## src/rtl/cpu_pkg.sv

```systemverilog
// cpu_pkg: shared ALU opcodes, ALU handshake states and default datapath width.
package cpu_pkg;
    localparam int WIDTH_DEF = 16;
    localparam logic ALU_OP_ADD = 1'b0;
    localparam logic ALU_OP_SUB = 1'b1;
    typedef enum logic [1:0] {IDLE, CALC, DONE} alu_state_t;
endpackage

```

## src/rtl/alu_digit_adder.sv

```systemverilog
// alu_digit_adder: combinational DIGIT_W-bit adder with carry in/out, reused each serial step.
module alu_digit_adder #(
    parameter int DIGIT_W = 4
) (
    input  logic [DIGIT_W-1:0] a,
    input  logic [DIGIT_W-1:0] b,
    input  logic               cin,
    output logic [DIGIT_W-1:0] sum,
    output logic               cout
);
    assign {cout, sum} = {1'b0, a} + {1'b0, b} + {{DIGIT_W{1'b0}}, cin};
endmodule

```

## src/rtl/serial_alu.sv

```systemverilog
// serial_alu: digit-serial add/sub (LSB first) behind an alu_start/alu_done four-phase handshake.
// Define SERIAL_ALU_FLAGS_EN to build the Z/C/V flag registers; otherwise the flags read 0.
module serial_alu
    import cpu_pkg::*;
#(
    parameter int WIDTH   = WIDTH_DEF,
    parameter int DIGIT_W = 4
) (
    input  logic             clk,
    input  logic             reset,
    input  logic             alu_start,
    input  logic             alu_op,
    input  logic             immediate,
    input  logic [WIDTH-1:0] operand_a,
    input  logic [WIDTH-1:0] operand_b,
    input  logic [WIDTH-1:0] sgnext_imm,
    output logic [WIDTH-1:0] alu_result,
    output logic             alu_done,
    output logic             flag_z,
    output logic             flag_c,
    output logic             flag_v
);
    localparam int STEPS = WIDTH / DIGIT_W;
    localparam int CW    = (STEPS > 1) ? $clog2(STEPS) : 1;

    alu_state_t state, state_nxt;
    logic [WIDTH-1:0]   a_sh, b_sh, sum_sh, sum_next, b_sel, b_in;
    logic [CW-1:0]      cnt;
    logic               carry, cout, accept, step, step_last;
    logic [DIGIT_W-1:0] dsum;

    assign b_sel     = immediate ? sgnext_imm : operand_b;
    assign b_in      = (alu_op == ALU_OP_ADD) ? b_sel : ~b_sel;
    assign accept    = (state == IDLE) && alu_start;
    assign step      = (state == CALC) && alu_start;
    assign step_last = step && (cnt == CW'(STEPS - 1));
    // New digit enters at the top so the LSB digit ends up at bit 0 after STEPS shifts
    assign sum_next  = (sum_sh >> DIGIT_W) | (WIDTH'(dsum) << (WIDTH - DIGIT_W));

    alu_digit_adder #(.DIGIT_W(DIGIT_W)) u_add (
        .a    (a_sh[DIGIT_W-1:0]),
        .b    (b_sh[DIGIT_W-1:0]),
        .cin  (carry),
        .sum  (dsum),
        .cout (cout)
    );

    always_ff @(posedge clk or posedge reset) begin
        if (reset) state <= IDLE;
        else       state <= state_nxt;
    end

    always_comb begin
        state_nxt = state;
        case (state)
            IDLE:    state_nxt = alu_start ? CALC : IDLE;
            CALC:    state_nxt = !alu_start ? IDLE : step_last ? DONE : CALC;
            DONE:    state_nxt = alu_start ? DONE : IDLE;
            default: state_nxt = IDLE;
        endcase
    end

    always_ff @(posedge clk or posedge reset) begin
        if (reset) begin
            a_sh       <= '0;
            b_sh       <= '0;
            sum_sh     <= '0;
            carry      <= 1'b0;
            cnt        <= '0;
            alu_result <= '0;
            alu_done   <= 1'b0;
        end else begin
            if (accept) begin
                a_sh  <= operand_a;
                b_sh  <= b_in;
                carry <= (alu_op == ALU_OP_SUB);
                cnt   <= '0;
            end
            if (step) begin
                a_sh   <= a_sh >> DIGIT_W;
                b_sh   <= b_sh >> DIGIT_W;
                sum_sh <= sum_next;
                carry  <= cout;
                cnt    <= cnt + CW'(1);
            end
            if (step_last) begin
                alu_result <= sum_next;
                alu_done   <= 1'b1;
            end
            if (state == DONE && !alu_start) alu_done <= 1'b0;
        end
    end

`ifdef SERIAL_ALU_FLAGS_EN
    logic a_msb, b_msb;
    always_ff @(posedge clk or posedge reset) begin
        if (reset) begin
            a_msb  <= 1'b0;
            b_msb  <= 1'b0;
            flag_z <= 1'b0;
            flag_c <= 1'b0;
            flag_v <= 1'b0;
        end else begin
            if (accept) begin
                a_msb <= operand_a[WIDTH-1];
                b_msb <= b_in[WIDTH-1];
            end
            if (step_last) begin
                flag_z <= (sum_next == '0);
                flag_c <= cout;
                flag_v <= (a_msb == b_msb) && (sum_next[WIDTH-1] != a_msb);
            end
        end
    end
`else
    assign flag_z = 1'b0;
    assign flag_c = 1'b0;
    assign flag_v = 1'b0;
`endif
endmodule

```

## config.mk

```make
export PLATFORM = sky130hd
export DESIGN_NAME = serial_alu
export DESIGN_NICKNAME = d
export VERILOG_FILES = /design/src/rtl/cpu_pkg.sv /design/src/rtl/alu_digit_adder.sv /design/src/rtl/serial_alu.sv
export SDC_FILE = /design/constraint.sdc
export NUM_CORES = 1
export LEC_CHECK = 0
export ABC_AREA = 1
export CAP_MARGIN = 5
export CORE_MARGIN = 5
export CORE_UTILIZATION = 50
export CTS_CLUSTER_SIZE = 24
export DETAILED_ROUTE_END_ITERATION = 12
export PLACE_DENSITY = 0.75
export SKIP_LAST_GASP = 1
export SLEW_MARGIN = 20
export SYNTH_ARGS = -nofsm -noshare
export SYNTH_HDL_FRONTEND = slang
export SYNTH_SLANG_ARGS = --single-unit
```

## constraint.sdc

```tcl
create_clock -name clk -period 2.3 [get_ports clk]
set_input_delay 0.46 -clock clk [delete_from_list [all_inputs] [get_ports clk]]
set_output_delay 0.46 -clock clk [all_outputs]
set_load 0.01 [all_outputs]
```

Word-level counts from Yosys, hierarchy flattened
Index checks and enable logic that the tools add are counted.
Cells by class
  add/subtract/negate cells: 3
  $mul: 0
  div/mod/pow operators: 0
  $lt $le $gt $ge: 0
  equal/unequal tests: 3
  shift-type cells: 0
  multiplexer cells: 17
  bitwise operators: 2
  reduce and logical (&&, ||, !) cells: 8
Operator list (number)
  16-bit two-way mux: 6
  16-bit inverter: 1
  12-bit by 16-bit bitwise OR with 16-bit output: 1
  2-bit two-way mux: 5
  2-bit case mux with 3 select lines: 1
  4-bit by 4-bit adder with 5-bit output: 1
  5-bit by 1-bit adder with 5-bit output: 1
  1-bit two-way mux: 5
  2-bit equality test, second input constant: 2
  1-bit logical AND: 4
  2-bit nonzero test: 2
  2-bit by 1-bit adder with 2-bit output, second input constant: 1
  2-bit by 1-bit equality test with 1-bit output, second input constant: 1
  2-bit zero test: 1
  1-bit zero test: 1
Word-level totals
  bits in registers: 70
  latch bits: 0
  bits in writable memories: 0
  memory bits (read-only): 0
  input port bits: 53
  output and inout bits: 20
  logic and storage cells: 41
  memories kept: 0

Depth between registers and ports, before layout
  depth in word-level cells: 6
  depth in mapped cells: 8
  depth with buffers taken out: 8

By module
A second synthesis with hierarchy kept.
Second synthesis, totals
  cell total of the unflattened synthesis: 502
  area, all modules: 3659.8 um^2
Modules (own cells, without submodules)
  serial_alu: instances 1, cells each 477, area an instance 3494.6 um^2, sequential area each 1651.6 um^2
  alu_digit_adder: instances 1, cells each 25, area an instance 165.2 um^2, sequential area each 0.0 um^2

Worst setup path before layout
OpenSTA, ideal clock, no wires.
  path kind: reg2reg
  start: register a_sh[0]
  end: register sum_sh[14]
  arrival time: 1.453 ns
  data required time: 2.174 ns
  path slack: 0.721 ns
  stages on the path, launching flop included: 7
  period minus slack after synthesis: 1.579 ns
  cell sequence: dfrtp_1 inv_1 fa_1 fa_1 xnor2_1 nand2_1 o21ai_0
Between the ends
  cells in the longest elaborated chain, start to end: 3
Ends and longest elaborated chain
  from (decl): line serial_alu.sv:27  | logic [WIDTH-1:0] a_sh, b_sh, sum_sh, sum_next, b_sel, b_in;
  from (signal assigned): line serial_alu.sv:74  | a_sh <= operand_a;
  from (signal assigned): line serial_alu.sv:80  | a_sh <= a_sh >> DIGIT_W;
  4-bit by 4-bit adder with 5-bit output: line alu_digit_adder.sv:11  | assign {cout, sum} = {1'b0, a} + {1'b0, b} + {{DIGIT_W{1'b0}}, cin};
  5-bit by 1-bit adder with 5-bit output: line alu_digit_adder.sv:11
  12-bit by 16-bit bitwise OR with 16-bit output: line serial_alu.sv:38  | assign sum_next = (sum_sh >> DIGIT_W) | (WIDTH'(dsum) << (WIDTH - DIGIT_W));
  to (signal assigned): line serial_alu.sv:82  | sum_sh <= sum_next;
  to (decl): line serial_alu.sv:27
Every way passes these cells.
A chain may end at the register's enable or synchronous reset.

Final worst setup path
  start: register a_sh[0]
  end: register alu_result[14]
Between the ends
  cells in the longest elaborated chain, start to end: 3
Ends and longest elaborated chain
  4-bit by 4-bit adder with 5-bit output: line alu_digit_adder.sv:11
  5-bit by 1-bit adder with 5-bit output: line alu_digit_adder.sv:11
  12-bit by 16-bit bitwise OR with 16-bit output: line serial_alu.sv:38
  to (signal assigned): line serial_alu.sv:87  | alu_result <= sum_next;
  to (decl): line serial_alu.sv:17  | output logic [WIDTH-1:0] alu_result,
Every way passes these cells.

==> results.json <==
{
  "status": "finished, final reports clean",
  "r2r-start": "a_sh[0]$_DFFE_PP0P_",
  "setup.worst_path.end": "alu_result[14]$_DFFE_PP0P_",
  "start_util": 0.517,
  "cp.buffers_inverters": 1,
  "min_path_type": "in2async",
  "power_switching_share": 0.289,
  "grt_max_degree": 37,
  "vdd_drop_max_mv": 0.628,
  "root_buffer": "clkbuf_8",
  "via_count": 2905,
  "p_int_uw": 2660,
  "synth.avg_cell_area_um2": 7.72,
  "synth_top_area_share": 0.503,
  "power_frac_clock": 0.301,
  "fin_skew_ps": 7.47,
  "area_delta_synth_final_pct": 30.7,
  "rsz0062_at_grt": "false",
  "cts_tree": "done",
  "yosysTopAreaCell": "dfrtp_1",
  "arrival_ps": 2000,
  "fin_cells": 577,
  "ys_ff_latch": 66,
  "synth_area_mm2": 0.00328,
  "rows": 29,
  "place_ws_ps": 251,
  "hold_buffers": 0,
  "clock-sinks": 66,
  "diodes": 0,
  "p_leak_uw": 0.00216,
  "worst_r2r_endpoint": "alu_result[14]$_DFFE_PP0P_",
  "routed_via_density": 5.03,
  "dp_hpwl_mm": 5.14,
  "yosysWarnings": 0,
  "antenna_found_initial": 0,
  "dpl.cell_count": 561,
  "synth_cell_type_count": 24,
  "cpPeakStageDelay_ps": 460,
  "setup.worst_path.class": "reg2reg",
  "core_mm2": 0.00635,
  "drtPass1Iterations": 4,
  "slew_violations": 0,
  "hold_viol": 0,
  "rrSetupSlack_ps": 580,
  "cp.depth": 6,
  "setup_viol_count_final": 0,
  "timing.fmax_mhz": 580,
  "cp-end-kind": "flip-flop",
  "max-cap-violations": 0,
  "start_kind": "flip-flop",
  "startpoint": "a_sh[0]$_DFFE_PP0P_",
  "fin_setup_tns_ps": 0,
  "first_iter_violations": 135,
  "min_period_over_period": 0.749,
  "final.setup.worst_slack_ps": 577,
  "fp.dieArea_mm2": 0.00828,
  "antenna_left": 0,
  "grt_usage": 0.176,
  "nets": 554,
  "io_buffers": 69,
  "dieHeight_um": 91,
  "insertion_delay_ps": 340,
  "cts_htree_levels": 3,
  "routed_wl_mm": 7.00,
  "finalCriticalPeriod_ps": 1720,
  "synthCells": 425,
  "cts_resized": 0,
  "p_seq_frac": 0.431,
  "drive_gt1_frac": 0.0680,
  "drc": 0,
  "layout_commonest_cell": "nand2_1",
  "io_pins": 73,
  "combPwrFrac": 0.268,
  "synth_seq_area_share": 0.503,
  "synth_area_leaders": "dfrtp_1 (50%), nand2_1 (22%), nand3_1 (5.5%)",
  "reg2reg_depth": 6,
  "grt_pass1_wl_mm": 12.2,
  "grt_remaining_overflow": 0,
  "crit_chain": "inv_1 -> fa_1 -> fa_1 -> xnor2_1 -> nand2_1 -> nand2_1",
  "gp_congestion": 0.780,
  "cts_buffers": 9,
  "grt_pass1_vias": 2825,
  "die_w_um": 91,
  "report.power.total_uw": 3750,
  "power_density_mw_per_mm2": 874,
  "cp_max_fo": 2,
  "finish.instance_area_mm2": 0.00429,
  "final_cell_mix": "nand2_1 (196), clkdlybuf4s50_1 (69), dfrtp_1 (66)",
  "postPlaceCellArea_mm2": 0.00405,
  "required_ps": 2570,
  "cts_buffer_depth": 2,
  "wl_per_cell_um": 12.1,
  "crit_path_top_delay_cell": "fa_1",
  "cts_setup_buffers": 0,
  "p_switching_uw": 1080,
  "clk_pin_slew_ps": 70,
  "cp_top_family": "adder cells"
}
## Yosys cell counts
library cell and number:
xnor2_1 1, nor2_1 2, inv_2 1, a21oi_1 3, buf_2 13, ha_1 4
o211ai_1 12, buf_1 3, fa_1 2, dfrtp_1 66, a22o_1 2, nor2_2 2
o21ai_0 24, clkinv_1 1, nand3_1 36, nand2_1 196, o21ai_1 12, clkbuf_1 2
inv_1 34, buf_4 3, nand2_4 1, conb_1 1, nand2_2 2, nor2_4 2
## cell families (layout without fill, tap and decap cells)
kind of cell    Yosys count  after routing  synth area share
simple gates            241            241             0.299
compound gates           53             53            0.0923
fa+ha+maj                 6              6            0.0275
xor+xnor                  1              1           0.00267
buf+inv                  57            130            0.0736
other cells               1              3           0.00114
flops                    66             66             0.503
## per-layer routing
metal | share of wire | global-route usage
met1 | 0.44 | 0.217
met2 | 0.50 | 0.308
met3 | 0.056 | 0.0446
met4 | 0.0077 | 0.0489
met5 | 0 | 0
## worst reg2reg max path, delay by kind of cell, from the launching register on
| kind | cells | cell delay, ps |
|---|---|---|
| fa+ha+maj | 2 | 890 |
| flops | 1 | 320 |
| xor+xnor | 1 | 230 |
| simple gates | 2 | 160 |
| buf+inv | 1 | 80 |
## metrics by stage
stage	util	hold slack, ps
after floorplan	-	442
after global placement	0.638	462
after detailed placement	0.638	464
after CTS	0.675	464
after global routing	0.675	492
final	0.675	451
## area by class of cell
cell class                 count  area (um2)
clock buffer                  12         165
clock inverter                 4        72.6
fill                         528        2060
inverter                      36         135
multi-input combinational    304        1400
sequential                    66        1650
tap                           77        96.3
timing repair buffer          78         771
## registers in the layout, summed over array words and instances, names as in the netlist
signal / count
a_sh: 16
alu_result: 16
b_sh: 16
sum_sh: 12
cnt: 2
state: 2
alu_done: 1
carry: 1
## power groups by stage
stage | clock, uW | combinational (uW) | sequential, uW
after global placement | 0 | 989 | 1630
after floorplan | 0 | 526 | 1660
after detailed placement | 0 | 1010 | 1640
after CTS | 1140 | 1020 | 1620
final | 1130 | 1000 | 1620
after global routing | 1190 | 1140 | 1650
## how the worst min path moves through the flow
| stage | slack, ps | end | cells after the start |
|---|---|---|---|
| final | 450 | alu_result[13]$_DFFE_PP0P_ | 2 |
| after global routing | 490 | b_sh[5]$_DFFE_PP0P_ | 2 |
| after CTS | 460 | alu_result[8]$_DFFE_PP0P_ | 2 |
| after detailed placement | 460 | alu_result[2]$_DFFE_PP0P_ | 2 |
| after global placement | 460 | a_sh[3]$_DFFE_PP0P_ | 2 |
| after floorplan | 440 | alu_result[0]$_DFFE_PP0P_ | 2 |
Note: power is estimated with default switching activity, not from simulation.
